===== config.mk =====
export PLATFORM = sky130hd
export DESIGN_NAME = cuckoo_match_collect
export DESIGN_NICKNAME = d
export VERILOG_FILES = /design/src/rtl/cuckoo_match_collect.sv
export SDC_FILE = /design/constraint.sdc
export NUM_CORES = 1
export LEC_CHECK = 0
export ABC_AREA = 0
export CAP_MARGIN = 0
export CORE_MARGIN = 10
export CORE_UTILIZATION = 40
export DETAILED_ROUTE_END_ITERATION = 6
export GPL_ROUTABILITY_DRIVEN = 0
export PLACE_DENSITY = 0.67
export SYNTH_ARGS = -nofsm -noshare
export SYNTH_HDL_FRONTEND = slang
export SYNTH_SLANG_ARGS = --single-unit

===== constraint.sdc =====
create_clock -name clk -period 11 [get_ports clk]
set_clock_uncertainty 0.15 [all_clocks]
set_input_delay 2.2 -clock clk [delete_from_list [all_inputs] [get_ports clk]]
set_output_delay 2.2 -clock clk [all_outputs]
set_load 0.01 [all_outputs]

===== src/rtl/cuckoo_match_collect.sv =====
// Collects per-byte pattern-table compare hits, buffers them per result cycle, and
// serialises them into one match record per handshake with payload offset and index.
module cuckoo_match_collect #(
    parameter int DEPTH   = 8,
    parameter int IDX_DLY = 2,
    parameter int OFF_W   = 11
) (
    input  logic             clk,
    input  logic             rst,
    input  logic             res_valid,
    input  logic             sop,
    input  logic [1:0]       compare_out,
    input  logic [1:0]       compare_out_nocase,
    input  logic [1:0]       suffix,
    input  logic [1:0]       suffix_nocase,
    input  logic [8:0]       idx_a,
    input  logic [8:0]       idx_b,
    input  logic [8:0]       idx_a_nocase,
    input  logic [8:0]       idx_b_nocase,
    input  logic             clear_ovf,
    output logic             m_valid,
    input  logic             m_ready,
    output logic             m_nocase,
    output logic             m_port,
    output logic             m_suffix,
    output logic [8:0]       m_idx,
    output logic [OFF_W-1:0] m_offset,
    output logic             overflow,
    output logic [7:0]       drop_cnt,
    output logic             dbg_state
);
    localparam int AW    = $clog2(DEPTH);
    localparam int REC_W = 4 + 4 + 36 + OFF_W;
    localparam logic [AW:0]      CNT_FULL = (AW+1)'(DEPTH);
    localparam logic [AW:0]      CNT_ONE  = (AW+1)'(1);
    localparam logic [AW-1:0]    PTR_ONE  = AW'(1);
    localparam logic [OFF_W-1:0] OFF_ONE  = OFF_W'(1);

    typedef enum logic {S_IDLE = 1'b0, S_EMIT = 1'b1} state_t;

    // Slot order everywhere: 0 = case A, 1 = case B, 2 = nocase A, 3 = nocase B.
    logic [3:0]       w_hits;
    logic [3:0]       w_sufs;
    logic [3:0][8:0]  w_idx_in;
    logic [3:0][8:0]  w_idx_d;
    logic [OFF_W-1:0] w_tag_off;
    logic             w_any_hit, w_full, w_empty, w_push, w_drop, w_pop, w_ack;
    logic [REC_W-1:0] w_rec_in, w_head;
    logic [1:0]       w_sel;
    logic [3:0]       w_mask_clr;
    logic             w_valid;
    state_t           w_state_nxt;

    logic [OFF_W-1:0] r_off_cnt;
    logic [REC_W-1:0] r_mem [DEPTH];
    logic [AW-1:0]    r_wr_ptr, r_rd_ptr;
    logic [AW:0]      r_count;
    logic             r_ovf;
    logic [7:0]       r_drop;
    state_t           r_state;
    logic [3:0]       r_mask;
    logic [3:0]       r_w_suf;
    logic [3:0][8:0]  r_w_idx;
    logic [OFF_W-1:0] r_w_off;

    assign w_hits    = {compare_out_nocase, compare_out};
    assign w_sufs    = {suffix_nocase, suffix};
    assign w_idx_in  = {idx_b_nocase, idx_a_nocase, idx_b, idx_a};
    assign w_tag_off = sop ? '0 : r_off_cnt;
    assign w_any_hit = res_valid & (|w_hits);
    assign w_full    = (r_count == CNT_FULL);
    assign w_empty   = (r_count == '0);
    assign w_push    = w_any_hit & ~w_full;
    assign w_drop    = w_any_hit & w_full;
    assign w_rec_in  = {w_hits, w_sufs, w_idx_d, w_tag_off};
    assign w_head    = r_mem[r_rd_ptr];

    // Index delay lines run every cycle so indices line up with the compare pipeline.
    generate
        if (IDX_DLY == 0) begin : g_no_dly
            assign w_idx_d = w_idx_in;
        end else begin : g_dly
            logic [3:0][8:0] r_pipe [IDX_DLY];
            always_ff @(posedge clk) begin
                if (rst) begin
                    for (int i = 0; i < IDX_DLY; i++) r_pipe[i] <= '0;
                end else begin
                    r_pipe[0] <= w_idx_in;
                    for (int i = 1; i < IDX_DLY; i++) r_pipe[i] <= r_pipe[i-1];
                end
            end
            assign w_idx_d = r_pipe[IDX_DLY-1];
        end
    endgenerate

    always_ff @(posedge clk) begin
        if (rst) begin
            r_off_cnt <= '0;
        end else if (res_valid) begin
            if (sop)                 r_off_cnt <= OFF_ONE;
            else if (r_off_cnt != '1) r_off_cnt <= r_off_cnt + OFF_ONE;
        end
    end

    always_ff @(posedge clk) begin
        if (w_push) r_mem[r_wr_ptr] <= w_rec_in;
    end

    always_ff @(posedge clk) begin
        if (rst) begin
            r_wr_ptr <= '0;
            r_rd_ptr <= '0;
            r_count  <= '0;
        end else begin
            if (w_push) r_wr_ptr <= r_wr_ptr + PTR_ONE;
            if (w_pop)  r_rd_ptr <= r_rd_ptr + PTR_ONE;
            case ({w_push, w_pop})
                2'b10:   r_count <= r_count + CNT_ONE;
                2'b01:   r_count <= r_count - CNT_ONE;
                default: r_count <= r_count;
            endcase
        end
    end

    // A drop in the same cycle as clear_ovf leaves exactly one drop recorded.
    always_ff @(posedge clk) begin
        if (rst) begin
            r_ovf  <= 1'b0;
            r_drop <= '0;
        end else if (w_drop) begin
            r_ovf  <= 1'b1;
            r_drop <= clear_ovf ? 8'd1 : ((r_drop != 8'hFF) ? r_drop + 8'd1 : r_drop);
        end else if (clear_ovf) begin
            r_ovf  <= 1'b0;
            r_drop <= '0;
        end
    end

    always_comb begin
        w_sel = 2'd0;
        if      (r_mask[0]) w_sel = 2'd0;
        else if (r_mask[1]) w_sel = 2'd1;
        else if (r_mask[2]) w_sel = 2'd2;
        else if (r_mask[3]) w_sel = 2'd3;
    end
    assign w_mask_clr = r_mask & ~(4'b0001 << w_sel);

    always_ff @(posedge clk) begin
        if (rst) r_state <= S_IDLE;
        else     r_state <= w_state_nxt;
    end

    always_comb begin
        w_state_nxt = r_state;
        w_pop       = 1'b0;
        w_ack       = 1'b0;
        case (r_state)
            S_IDLE: begin
                if (!w_empty) begin
                    w_pop       = 1'b1;
                    w_state_nxt = S_EMIT;
                end
            end
            S_EMIT: begin
                if (m_ready) begin
                    w_ack = 1'b1;
                    if (w_mask_clr == '0) begin
                        if (!w_empty) w_pop       = 1'b1;
                        else          w_state_nxt = S_IDLE;
                    end
                end
            end
            default: w_state_nxt = S_IDLE;
        endcase
    end

    always_ff @(posedge clk) begin
        if (rst) begin
            r_mask  <= '0;
            r_w_suf <= '0;
            r_w_idx <= '0;
            r_w_off <= '0;
        end else if (w_pop) begin
            {r_mask, r_w_suf, r_w_idx, r_w_off} <= w_head;
        end else if (w_ack) begin
            r_mask <= w_mask_clr;
        end
    end

    always_comb begin
        w_valid   = (r_state == S_EMIT) & ~rst;
        m_valid   = w_valid;
        m_nocase  = w_valid & w_sel[1];
        m_port    = w_valid & w_sel[0];
        m_suffix  = w_valid & r_w_suf[w_sel];
        m_idx     = w_valid ? r_w_idx[w_sel] : '0;
        m_offset  = w_valid ? r_w_off : '0;
        overflow  = r_ovf & ~rst;
        drop_cnt  = rst ? '0 : r_drop;
        dbg_state = r_state;
    end
endmodule


# Yosys cells after proc, flatten, opt, wreduce, memory -nomap -nowiden
# Memory sizes are Yosys's and may differ from the RTL's. A register that Yosys moved wholly into a read port is not among the register bits.
# Cells that the tools add are included.
[word_totals]
regBits = 86
mem_bits_rw = 512
in_bits = 50
out_inout_bits = 34
wordCells = 95
memories = 2
[classes]
add_sub_neg = 6
order_cmp = 1
n_eq_ne = 5
shift = 1
n_mux = 41
n_bitwise = 15
n_reduce_logical = 10
[memory_table]
columns = ["name", "depth", "width", "rd", "rd_clocked_by_memory_dff", "write_ports", "line", "source"]
rows = [
  ["r_mem", 8, 55, 1, 1, 1, "55", "logic [REC_W-1:0] r_mem [DEPTH];"],
  ["g_dly.r_pipe", 2, 36, 2, 0, 2, "83", "logic [3:0][8:0] r_pipe [IDX_DLY];"],
]
[ops]
columns = ["operator", "n"]
rows = [
  ["2-to-1 mux 36 bit", 2],
  ["2-to-1 mux 11 bit", 4],
  ["2-to-1 mux 8 bit", 5],
  ["binary-select mux 9 bit (select 2 bit)", 1],
  ["2-to-1 mux 9 bit", 2],
  ["2-to-1 mux 1 bit", 15],
  ["adder 11 x 1 -> 11 bit, second input constant", 1],
  ["inequality test 11 bit, second input constant", 1],
  ["nonzero test 2 bit", 5],
  ["adder 8 x 1 -> 8 bit, second input constant", 1],
  ["bitwise AND 1 bit", 8],
  ["zero test 4 bit", 2],
  ["2-to-1 mux 2 bit", 4],
  ["2-to-1 mux 4 bit", 2],
  ["inequality test 8 bit, second input constant", 1],
  ["case mux 4 bit (2 select lines)", 1],
  ["adder 3 x 1 -> 3 bit, second input constant", 2],
  ["2-to-1 mux 3 bit", 2],
  ["adder 4 x 1 -> 4 bit, second input constant", 1],
  ["bitwise AND 4 bit", 1],
  ["== test 4 bit, second input constant", 1],
  ["inverter 4 bit", 1],
  ["case mux 1 bit (2 select lines)", 2],
  ["AND reduction 2 bit", 2],
  ["other kinds (9)", 12],
]

# Depth between registers and ports, before layout
# Gate-level depths: netlist (run 1).
[logic_depth]
ltp_word = 13
depth_mapped = 12
depth_no_buf = 10

# Worst setup path before layout (run 1)
# OpenSTA, ideal clock, no wires.
[synth_timing]
kind = "input -> register"
startpoint = "input port res_valid"
endpoint = "memory r_mem[0][0] (netlist name), enable pin"
setup_ns = 0.536
arrival_time_ns = 6.693
required_time_ns = 10.314
slack_ns = 3.621
stages = 5
path_buffers = 1
cell_sequence = "buf_2 > o41ai_4 > a21oi_1 > nand2b_1 > nor3_1"
[synth_between]
elab_chain_len = 4
[synth_lines]
columns = ["item", "line", "source"]
rows = [
  ["start, declared", "10", "input logic res_valid,"],
  ["bitwise AND 1 bit", "70", "assign w_any_hit = res_valid & (|w_hits);"],
  ["bitwise AND 1 bit", "73", "assign w_push = w_any_hit & ~w_full;"],
  ["2-to-1 mux 1 bit", "106", "if (w_push) r_mem[r_wr_ptr] <= w_rec_in;"],
  ["2-to-1 mux 1 bit (implied by the code)", "106", ""],
  ["end, declared", "55", ""],
]
# Every way passes these cells.

# Worst setup path after layout (run 1)
[layout_timing]
startpoint = "input port rst"
endpoint = "output port m_offset[7]"
[layout_between]
elab_chain_len = 3
[layout_lines]
columns = ["item", "line", "source"]
rows = [
  ["start, declared", "9", "input logic rst,"],
  ["inverter 1 bit", "191", "w_valid = (r_state == S_EMIT) & ~rst;"],
  ["bitwise AND 1 bit", "191", ""],
  ["2-to-1 mux 11 bit", "197", "m_offset = w_valid ? r_w_off : '0;"],
  ["end, declared", "27", "output logic [OFF_W-1:0] m_offset,"],
]
# Every way passes these cells.

==> flow_summary_export.csv, run 1 <==
group,metric,value,unit
routing,dr.first_iter.drc_count,913,
routing,antenna_left,0,
yosys,post-synth-top-area-fraction,58.54,%
sta,setup-tns-final,0,ns
critical_path,worstPathRequired,8.65,ns
clock_tree,clock_tree.htree_level_count,2,
power_and_ir_drop,power_switching_share,27.30,%
power_and_ir_drop,p_clk_share,34.3,%
clock_tree,clkSinkCount,601,
power_and_ir_drop,power.sequential.fraction,44.4,%
run,maxCapViolations,0,
clock_tree,ctsResizeCount,0,
floorplan,io_pins,84,
sta,worst-slew-pin-transition,1.133,ns
finish,final_core_utilization,46.85,%
placed_design,post-dp-hpwl,25720,um
yosys,postSynthCellCount,1265,
critical_path,arrival_time_of_data_at_the_critical_path_endpoint,4.51,ns
critical_path,start_kind,"input pin",
power_and_ir_drop,power.share.combinational,21.4,%
clock_tree,cts-root-buf,"sky130_fd_sc_hd__clkbuf_16",
yosys,yosys-top-cells-area,"sky130_fd_sc_hd__edfxtp_1 59%, sky130_fd_sc_hd__dfxtp_1 14%, sky130_fd_sc_hd__mux4_2 11%",
routing,drt_first_pass_iters,5,
yosys,yosys_most_used_dff,"sky130_fd_sc_hd__edfxtp_1",
floorplan,initial_utilization,40.18,%
yosys,yosys.area.top_type,"sky130_fd_sc_hd__edfxtp_1",
grt,grt_pass1_wl,71660,um
clock_tree,clk_pin_slew,0.06,ns
sta,rsz0062_at_grt,"false",
clock_tree,number_of_cts_inserted_buffers,56,
yosys,yosys_register_bits,601,
finish,antenna-diode-count,0,
critical_path,capturing_element_of_the_worst_setup_path,"m_offset[7]",
critical_path,worst-setup-path-type,"in -> out",
critical_path,reg2regPathDepth,5,
placed_design,port-buffer-count,83,
routing,wire_per_inst,21.26,um
finish,fillers,4753,
placed_design,pre_cts_ws,4.014,ns
finish,ff_latch_area,16450,um^2
sta,final_critical_path_setup_slack,4.140,ns
power_and_ir_drop,power.density_cell_area,237.5,nW/um^2
yosys,synth_sequential_area_ratio,72.82,%
yosys,synth.cell_area,22570,um^2
finish,flow.area_growth_from_synthesis,16.60,%
power_and_ir_drop,internal_power,4.544,mW
floorplan,row_count,87,
grt,grt_overflow_total,0,
grt,track_usage,13.86,%
worst_hold_path,holdCritPathClass,"reg -> reg",
yosys,synth_area_per_cell,17.84,um^2
routing,wl,45910,um
run_status,run_status,"finished, final reports clean",
grt,first_global_vias,11890,
routing,post-route-drc-count,0,
yosys,synthArstFlopShare,0,%
routing,num_vias,11220,
critical_path,r2r_end,"r_mem[6][50]",
clock_tree,tritoncts,"yes",
yosys,yosys.cell_count.top_type,"sky130_fd_sc_hd__edfxtp_1",
sta,finalCritPeriodShare,62.36,%
power_and_ir_drop,power.static_leakage,8.477,nW
sta,slew_limit_fails,0,
floorplan,die_area,66320,um^2
yosys,synth_top_cells_by_count,"440 x sky130_fd_sc_hd__edfxtp_1, 161 x sky130_fd_sc_hd__dfxtp_1, 110 x sky130_fd_sc_hd__mux4_2",
finish,final_layout_size_suffix_gt1_share,19.60,%
clock_tree,cts-hold-fix-buffers,0,
routing,via_per_inst,5.195,
clock_tree,cts_setup_buffers,0,
sta,fin_crit,6.860,ns
critical_path,cp_slowest_stage_delay,0.68,ns
critical_path,critical_path_peak_fanout,60,
yosys,synth_warnings,0,
sta,setup-violations-final,0,
critical_path,timing.critical_path.cells,"buf_6, nand2b_1, inv_1, and2_1, clkdlybuf4s50_1",
power_and_ir_drop,power.ir.vdd_worst,224.8,uV
sta,clock.fmax,145.8,MHz
yosys,yosysUniqueCellTypes,59,
sta,final_hold_fails,0,
critical_path,rr_startpoint,"r_count[1]",
critical_path,crit_slowest_cell,"sky130_fd_sc_hd__nand2b_1",
floorplan,die_y,257.5,um
clock_tree,cts_max_path_buffers,3,
critical_path,timing.critical_path.to_type,"output pin",
critical_path,startpoint,"rst",
clock_tree,worstSkewPairLatency,0.62,ns
grt,grt_start_max_net_pins,91,
yosys,synth_edf_count,440,
power_and_ir_drop,report.power.total,6.250,mW
sta,timing.slew.headroom,24.47,%
critical_path,setup_slack_reg_to_reg,7.60,ns
floorplan,core,56170,um^2
finish,nets,1411,
grt,grt_antenna_before_repair,0,
power_and_ir_drop,net-switching-power,1.706,mW
floorplan,floorplan.die.width,257.5,um
yosys,synth_nets,1321,
finish,multi_input_comb_area,5802,um^2
==> power groups by stage <==
stage                     sequential, mW  combinational (mW)  clock, mW
after floorplan                     2.73                1.09          0
after global placement              2.82                1.34          0
after detailed placement            2.82                1.36          0
after CTS                           2.78                1.36       2.19
after global routing                2.80                1.47       2.27
final                               2.77                1.33       2.14
==> stage by stage <==
stage	cells	hold WS (ns)	cell area, um^2
4_1_cts	2159	0.2850	26320
3_5_place_dp	2053	0.2704	24220
3_3_place_gp	2053	0.2726	24220
5_1_grt	2159	0.3056	26320
2_1_floorplan	1265	0.2638	22570
6_report	2159	0.2847	26320
==> per-layer routing <==
| layer | vias up | track usage, % | wire (um) |
|---|---|---|---|
| li1 | 5087 | - | - |
| met1 | 5826 | 17.92 | 19720 |
| met2 | 231 | 23.57 | 23110 |
| met3 | 72 | 2.516 | 2073 |
| met4 | 0 | 4.035 | 997 |
| met5 | - | 0 | 0 |
==> worst min path at each step <==
stage	startpoint	to	slack, ns	depth (start not counted)
after floorplan	g_dly.r_pipe[0][0]	g_dly.r_pipe[0][36]	0.26	1
after global placement	g_dly.r_pipe[0][19]	g_dly.r_pipe[0][55]	0.27	1
after detailed placement	g_dly.r_pipe[0][21]	g_dly.r_pipe[0][57]	0.27	1
after CTS	g_dly.r_pipe[0][21]	g_dly.r_pipe[0][57]	0.29	1
after global routing	g_dly.r_pipe[0][28]	g_dly.r_pipe[0][64]	0.31	1
final	g_dly.r_pipe[0][21]	g_dly.r_pipe[0][57]	0.28	1
==> placed cells by master, fill, tap and decap left out, types with 3 or more instances in the layout <==
master                            count
sky130_fd_sc_hd__a211oi_1            32
sky130_fd_sc_hd__a211oi_2            20
sky130_fd_sc_hd__a21oi_1             18
sky130_fd_sc_hd__a222oi_1            10
sky130_fd_sc_hd__and2_1              12
sky130_fd_sc_hd__buf_4               19
sky130_fd_sc_hd__bufinv_16           12
sky130_fd_sc_hd__clkbuf_1             5
sky130_fd_sc_hd__clkbuf_16           59
sky130_fd_sc_hd__clkbuf_8             6
sky130_fd_sc_hd__clkdlybuf4s50_1     82
sky130_fd_sc_hd__clkinv_1             7
sky130_fd_sc_hd__clkinv_2            12
sky130_fd_sc_hd__clkinvlp_4           3
sky130_fd_sc_hd__dfxtp_1            158
sky130_fd_sc_hd__dfxtp_4              3
sky130_fd_sc_hd__edfxtp_1           440
sky130_fd_sc_hd__ha_1                 6
sky130_fd_sc_hd__inv_1               12
sky130_fd_sc_hd__mux2_2              13
sky130_fd_sc_hd__mux2i_1             57
sky130_fd_sc_hd__mux4_2             110
sky130_fd_sc_hd__nand2_1             17
sky130_fd_sc_hd__nand2b_1             6
sky130_fd_sc_hd__nand3_1              8
sky130_fd_sc_hd__nand4_1              4
sky130_fd_sc_hd__nor2_1              97
sky130_fd_sc_hd__nor2_4               6
sky130_fd_sc_hd__nor2b_1             94
sky130_fd_sc_hd__nor3_1               6
sky130_fd_sc_hd__o211ai_1             5
sky130_fd_sc_hd__o21ai_0              7
sky130_fd_sc_hd__xnor2_1              7
sky130_fd_sc_hd__xor2_1               8
==> registers in the layout, indices dropped and copies added, names as in the netlist, 8 cells and up, named ones only <==
signal / cells
g_dly.r_pipe: 72
r_drop: 8
r_mem: 440
r_off_cnt: 11
r_w_idx: 36
r_w_off: 11
==> area by class of cell <==
cell class / count / area share, %
Inverter: 13 / 0.1902
Multi-Input combinational cell: 581 / 22.05
Timing Repair Buffer: 102 / 3.704
Clock buffer: 70 / 5.995
Tap cell: 756 / 3.594
Sequential cell: 601 / 62.50
Clock inverter: 36 / 1.973
==> logic make-up (layout without fill, tap and decap cells) <==
family,Yosys count,count (layout),synth area share (%)
compound gates,110,110,4.153
buf+inv,83,221,1.713
flops,601,601,72.82
mux,181,181,14.20
xor+xnor,15,15,0.5821
simple gates,269,269,6.193
fa+ha+maj,6,6,0.3326
==> worst max-delay path, delay by kind of cell <==
family | cells | cell delay [ns]
buffers and inverters | 3 | 1.28
and+or+nand+nor | 2 | 0.97
(Power assumes the default switching activity.)
==> run 2: changes to the inputs <==
- clock period: 11 -> 7.15 ns (I/O delays scaled with it)
==> run 2 against run 1 <==
  * Sequential power up 55%
  * Critical endpoint is now m_idx[5]
  * Sequential cell count unchanged
  * Clock power up 56%
  * Register-to-register slack worse by 4.1 ns
  * Combinational power up 52%
  * Utilization up 0.12 points
  * Non-clock buffer count up 1
==> flow_summary_export.csv, run 2 (synthesized netlist as in run 1, its figures left out) <==
group,metric,value,unit
run_status,run_status,"finished, final reports clean",
power_and_ir_drop,power.ir.vdd_worst,238.4,uV
worst_hold_path,min_delay_startpoint,"g_dly.r_pipe[0][31]",
clock_tree,cts-hold-fix-buffers,0,
routing,antenna_left,0,
critical_path,setup_slack_reg_to_reg,3.54,ns
critical_path,timing.critical_path.cells,"and2b_2, o21bai_1, buf_4, nor2b_1, a222oi_1, nor2_1, clkdlybuf4s50_1",
clock_tree,clock_tree.htree_level_count,2,
finish,final_cell_area,26390,um^2
critical_path,crit_slowest_cell,"sky130_fd_sc_hd__nor2b_1",
sta,setup-violations-final,0,
finish,final_core_utilization,46.98,%
clock_tree,cts_setup_buffers,0,
sta,finalHoldWorstSlack,0.2870,ns
clock_tree,tritoncts,"yes",
placed_design,placed_cells,2054,
grt,first_global_vias,11730,
critical_path,rr_startpoint,"r_mask[2]",
sta,finalCritPeriodShare,74.99,%
floorplan,io_pins,84,
critical_path,critical-path-top-delay-family,"simple AND/OR/NAND/NOR gates",
clock_tree,cts_max_path_buffers,3,
clock_tree,number_of_cts_inserted_buffers,60,
floorplan,initial_utilization,40.18,%
floorplan,floorplan.die.width,257.5,um
finish,flow.area_growth_from_synthesis,16.91,%
power_and_ir_drop,power.static_leakage,8.527,nW
clock_tree,cts-root-buf,"sky130_fd_sc_hd__clkbuf_16",
critical_path,r2r_end,"r_count[2]",
critical_path,startpoint,"r_mask[2]",
finish,layout_commonest_cell,"sky130_fd_sc_hd__edfxtp_1",
grt,grt_pass1_wl,69720,um
critical_path,arrival_time_of_data_at_the_critical_path_endpoint,3.78,ns
routing,post-route-drc-count,0,
sta,clock.fmax,186.5,MHz
critical_path,critical_path.n_buffers_inverters,2,
critical_path,start_kind,"register",
worst_hold_path,whs_endpoint,"g_dly.r_pipe[0][67]",
floorplan,die_area,66320,um^2
sta,rsz0062_at_grt,"false",
critical_path,reg2regPathDepth,10,
finish,final_layout_size_suffix_gt1_share,19.91,%
critical_path,worst-setup-path-type,"reg -> out",
grt,grt_antenna_before_repair,0,
sta,fin_crit,5.362,ns
sta,final_hold_fails,0,
worst_hold_path,min_path_cells,1,
routing,dr.first_iter.drc_count,756,
critical_path,critical_path_peak_fanout,11,
routing,num_vias,11210,
sta,slew_limit_fails,0,
floorplan,core,56170,um^2
finish,nets,1416,
routing,drt_first_pass_iters,5,
clock_tree,worstSkewPairLatency,0.62,ns
finish,antenna-diode-count,0,
grt,grt_overflow_total,0,
clock_tree,clk_pin_slew,0.06,ns
critical_path,cp_slowest_stage_delay,0.72,ns
worst_hold_path,holdCritPathClass,"reg -> reg",
grt,track_usage,13.39,%
power_and_ir_drop,power.density_cell_area,365.5,nW/um^2
clock_tree,clkSinkCount,601,
floorplan,row_count,87,
finish,final-instance-count-excl-fill,2167,
run,maxCapViolations,0,
sta,worst-slew-pin-transition,1.265,ns
floorplan,die_y,257.5,um
routing,wl,44930,um
placed_design,place_area,24250,um^2
clock_tree,ctsResizeCount,0,
grt,grt_start_max_net_pins,87,
finish,register_bank_with_the_most_flops,"r_mem",
finish,most-common-layout-cells,"440 x sky130_fd_sc_hd__edfxtp_1, 158 x sky130_fd_sc_hd__dfxtp_1, 110 x sky130_fd_sc_hd__mux4_2",
finish,fillers,4717,
routing,via_per_inst,5.174,
sta,timing.slew.headroom,15.44,%
finish,layout_top_registers,"r_mem: 440 flops, g_dly.r_pipe: 72 flops, r_w_idx: 36 flops",
placed_design,post-dp-hpwl,25510,um
critical_path,worstPathRequired,5.57,ns
critical_path,timing.critical_path.to_type,"output pin",
finish,largest_register_ff_count,440,
placed_design,port-buffer-count,83,
routing,wire_per_inst,20.73,um
sta,setup-tns-final,0,ns
run 2: worst max path at each step:
stage	end	slack, ns	depth (start not counted)
after global placement	r_mem[3][7]	2.12	6
after global routing	m_idx[5]	1.71	7
final	m_idx[5]	1.79	7
after CTS	m_idx[5]	1.86	7
after detailed placement	r_count[2]	2.04	11
after floorplan	r_mem[0][0]	0.54	5
run 2: layout make-up:
class	count	area, um^2	area share [%]
Sequential cell	601	16450	62.33
Inverter	13	50.05	0.1897
Multi-Input combinational cell	581	5802	21.99
Clock inverter	32	439.2	1.664
Timing Repair Buffer	103	1007	3.817
Tap cell	756	945.9	3.585
Clock buffer	81	1694	6.421
run 2: per-stage QoR:
stage / total power [mW] / setup slack [ns]
6_report: 9.644 / 1.788
5_1_grt: 10.07 / 1.713
4_1_cts: 9.748 / 1.855
3_5_place_dp: 6.404 / 2.044
3_3_place_gp: 6.363 / 2.119
2_1_floorplan: 5.876 / 0.5412
run 2: routing by layer:
metal	part of all wire (%)	wire length (um)	GRT usage, %
met1	43	19540	17.01
met2	50	22500	22.86
met3	4.0	1790	2.487
met4	2.4	1098	4.346
met5	0	0	0
run 2: where the power goes:
part           internal, mW  switching, mW
clock network          2.03           1.31
registers              4.02          0.261
logic                 0.966           1.06
==> run 3: changes to the inputs <==
- clock period: 7.15 -> 5 ns (I/O delays scaled with it)
==> run 3 against run 2 <==
  * Sequential share of layout area is 0.29 points lower
  * Die area did not move
  * Routed wire length up 2.8%
  * Utilization grew 0.22 points
  * Global-route usage rose by 0.50 points
  * Register-to-register slack worse by 1.5 ns
  * Combinational power rose by 44%
  * Via count rose by 0.63%
  * Clock power rose by 43%
  * Sequential power increased by 44%
  * Sequential cell count did not move
  * First-iteration DRC count grew 16%
  * Largest power group unchanged
==> flow_summary_export.csv, run 3 (synthesized netlist as in run 1, its figures left out) <==
group,metric,value,unit
routing,num_vias,11280,
power_and_ir_drop,power.share.combinational,21.1,%
floorplan,row_count,87,
sta,timing.slew.headroom,36.48,%
finish,layout_commonest_cell,"sky130_fd_sc_hd__edfxtp_1",
clock_tree,cts-hold-fix-buffers,0,
finish,antenna-diode-count,0,
routing,dr.first_iter.drc_count,879,
power_and_ir_drop,power.density_cell_area,521.7,nW/um^2
routing,via_per_inst,5.190,
finish,most-common-layout-cells,"440 x sky130_fd_sc_hd__edfxtp_1, 158 x sky130_fd_sc_hd__dfxtp_1, 110 x sky130_fd_sc_hd__mux4_2",
critical_path,start_kind,"register",
worst_hold_path,holdCritPathClass,"reg -> reg",
critical_path,arrival_time_of_data_at_the_critical_path_endpoint,3.20,ns
placed_design,port-buffer-count,83,
clock_tree,tritoncts,"yes",
clock_tree,clkSinkCount,601,
finish,final_layout_size_suffix_gt1_share,20.31,%
finish,nets,1422,
finish,flow.area_growth_from_synthesis,17.46,%
routing,wl,46190,um
routing,drt_first_pass_iters,5,
critical_path,critical_path_peak_fanout,12,
critical_path,worst-setup-path-type,"reg -> out",
finish,largest_register_ff_count,440,
grt,grt_overflow_total,0,
floorplan,die_y,257.5,um
critical_path,worstPathRequired,3.85,ns
floorplan,core,56170,um^2
sta,slew_limit_fails,0,
clock_tree,worstSkewPairLatency,0.63,ns
grt,grt_pass1_wl,71970,um
power_and_ir_drop,power.static_leakage,8.546,nW
power_and_ir_drop,power.ir.vdd_worst,363.2,uV
floorplan,die_area,66320,um^2
grt,grt_start_max_net_pins,147,
placed_design,post-dp-hpwl,25210,um
floorplan,floorplan.die.width,257.5,um
run_status,run_status,"finished, final reports clean",
sta,clock.fmax,230.0,MHz
routing,antenna_left,0,
sta,setup-tns-final,0,ns
grt,grt_antenna_before_repair,1,
placed_design,placed_cells,2060,
critical_path,timing.critical_path.to_type,"output pin",
sta,final_hold_fails,0,
clock_tree,clk_pin_slew,0.06,ns
grt,first_global_vias,11960,
finish,fillers,4761,
routing,post-route-drc-count,0,
sta,worst-slew-pin-transition,0.9528,ns
clock_tree,number_of_cts_inserted_buffers,60,
finish,register_bank_with_the_most_flops,"r_mem",
sta,setup-violations-final,0,
finish,final-instance-count-excl-fill,2174,
clock_tree,clock_tree.htree_level_count,2,
power_and_ir_drop,report.power.total,13.83,mW
finish,layout_top_registers,"r_mem: 440 flops, g_dly.r_pipe: 72 flops, r_w_idx: 36 flops",
routing,wire_per_inst,21.25,um
sta,finalHoldWorstSlack,0.2849,ns
sta,finalCritPeriodShare,86.95,%
power_and_ir_drop,power.sequential.fraction,44.5,%
floorplan,initial_utilization,40.18,%
sta,fin_crit,4.348,ns
run,maxCapViolations,0,
sta,rsz0062_at_grt,"false",
power_and_ir_drop,p_clk_share,34.4,%
grt,track_usage,13.88,%
clock_tree,cts_max_path_buffers,3,
clock_tree,cts_setup_buffers,0,
clock_tree,cts-root-buf,"sky130_fd_sc_hd__clkbuf_16",
power_and_ir_drop,internal_power,9.987,mW
power_and_ir_drop,power_switching_share,27.79,%
power_and_ir_drop,net-switching-power,3.843,mW
clock_tree,ctsResizeCount,0,
floorplan,io_pins,84,
run 3: per-layer routing:
metal | GRT usage, % | vias to the layer above | wire (um)
met2 | 23.87 | 258 | 23260
met3 | 2.419 | 75 | 1904
met5 | 0 | - | 0
met4 | 4.133 | 0 | 1053
li1 | - | 5121 | -
met1 | 17.75 | 5830 | 19980
run 3: layout make-up:
cell class	instances	area, um^2	share of cell area, %
Sequential cell	601	16450	62.04
Timing Repair Buffer	109	1115	4.205
Multi-Input combinational cell	581	5814	21.93
Inverter	13	50.05	0.1888
Tap cell	756	945.9	3.568
Clock inverter	35	484.2	1.827
Clock buffer	79	1654	6.239
run 3: worst max-delay path, cell delays in order, from the launching register on:
cell                              delay [ns]
sky130_fd_sc_hd__dfxtp_1                0.42
sky130_fd_sc_hd__and2b_2                0.25
sky130_fd_sc_hd__o21bai_1               0.11
sky130_fd_sc_hd__buf_4                  0.26
sky130_fd_sc_hd__nor2b_1                0.17
sky130_fd_sc_hd__buf_4                  0.22
sky130_fd_sc_hd__a222oi_1               0.14
sky130_fd_sc_hd__nor2_1                 0.35
sky130_fd_sc_hd__clkdlybuf4s50_1        0.63
run 3: path summary, 6_finish.rpt:
path                       start                   to  slack (ns)  cells after the start
max                    r_mask[2]             m_idx[0]        0.65                      8
min          g_dly.r_pipe[0][13]  g_dly.r_pipe[0][49]        0.28                      1
max reg2reg            r_mask[0]           r_count[2]        2.02                     10
min reg2reg  g_dly.r_pipe[0][13]  g_dly.r_pipe[0][49]        0.28                      1
run 3: through the flow:
step	area [um^2]	setup slack (ns)	utilization (%)
4_1_cts	26510	0.6552	47.20
3_3_place_gp	24370	0.9115	43.39
3_5_place_dp	24370	0.7098	43.39
6_report	26510	0.6525	47.20
2_1_floorplan	22580	0.2952	-
5_1_grt	26510	0.4733	47.20
run 3: power groups by stage:
| stage | clock network [mW] | logic (mW) | registers, mW |
|---|---|---|---|
| 2_1_floorplan | 0 | 2.41 | 5.99 |
| 3_3_place_gp | 0 | 2.89 | 6.25 |
| 3_5_place_dp | 0 | 2.93 | 6.27 |
| 4_1_cts | 4.85 | 2.95 | 6.16 |
| 5_1_grt | 5.04 | 3.18 | 6.21 |
| 6_report | 4.76 | 2.91 | 6.16 |
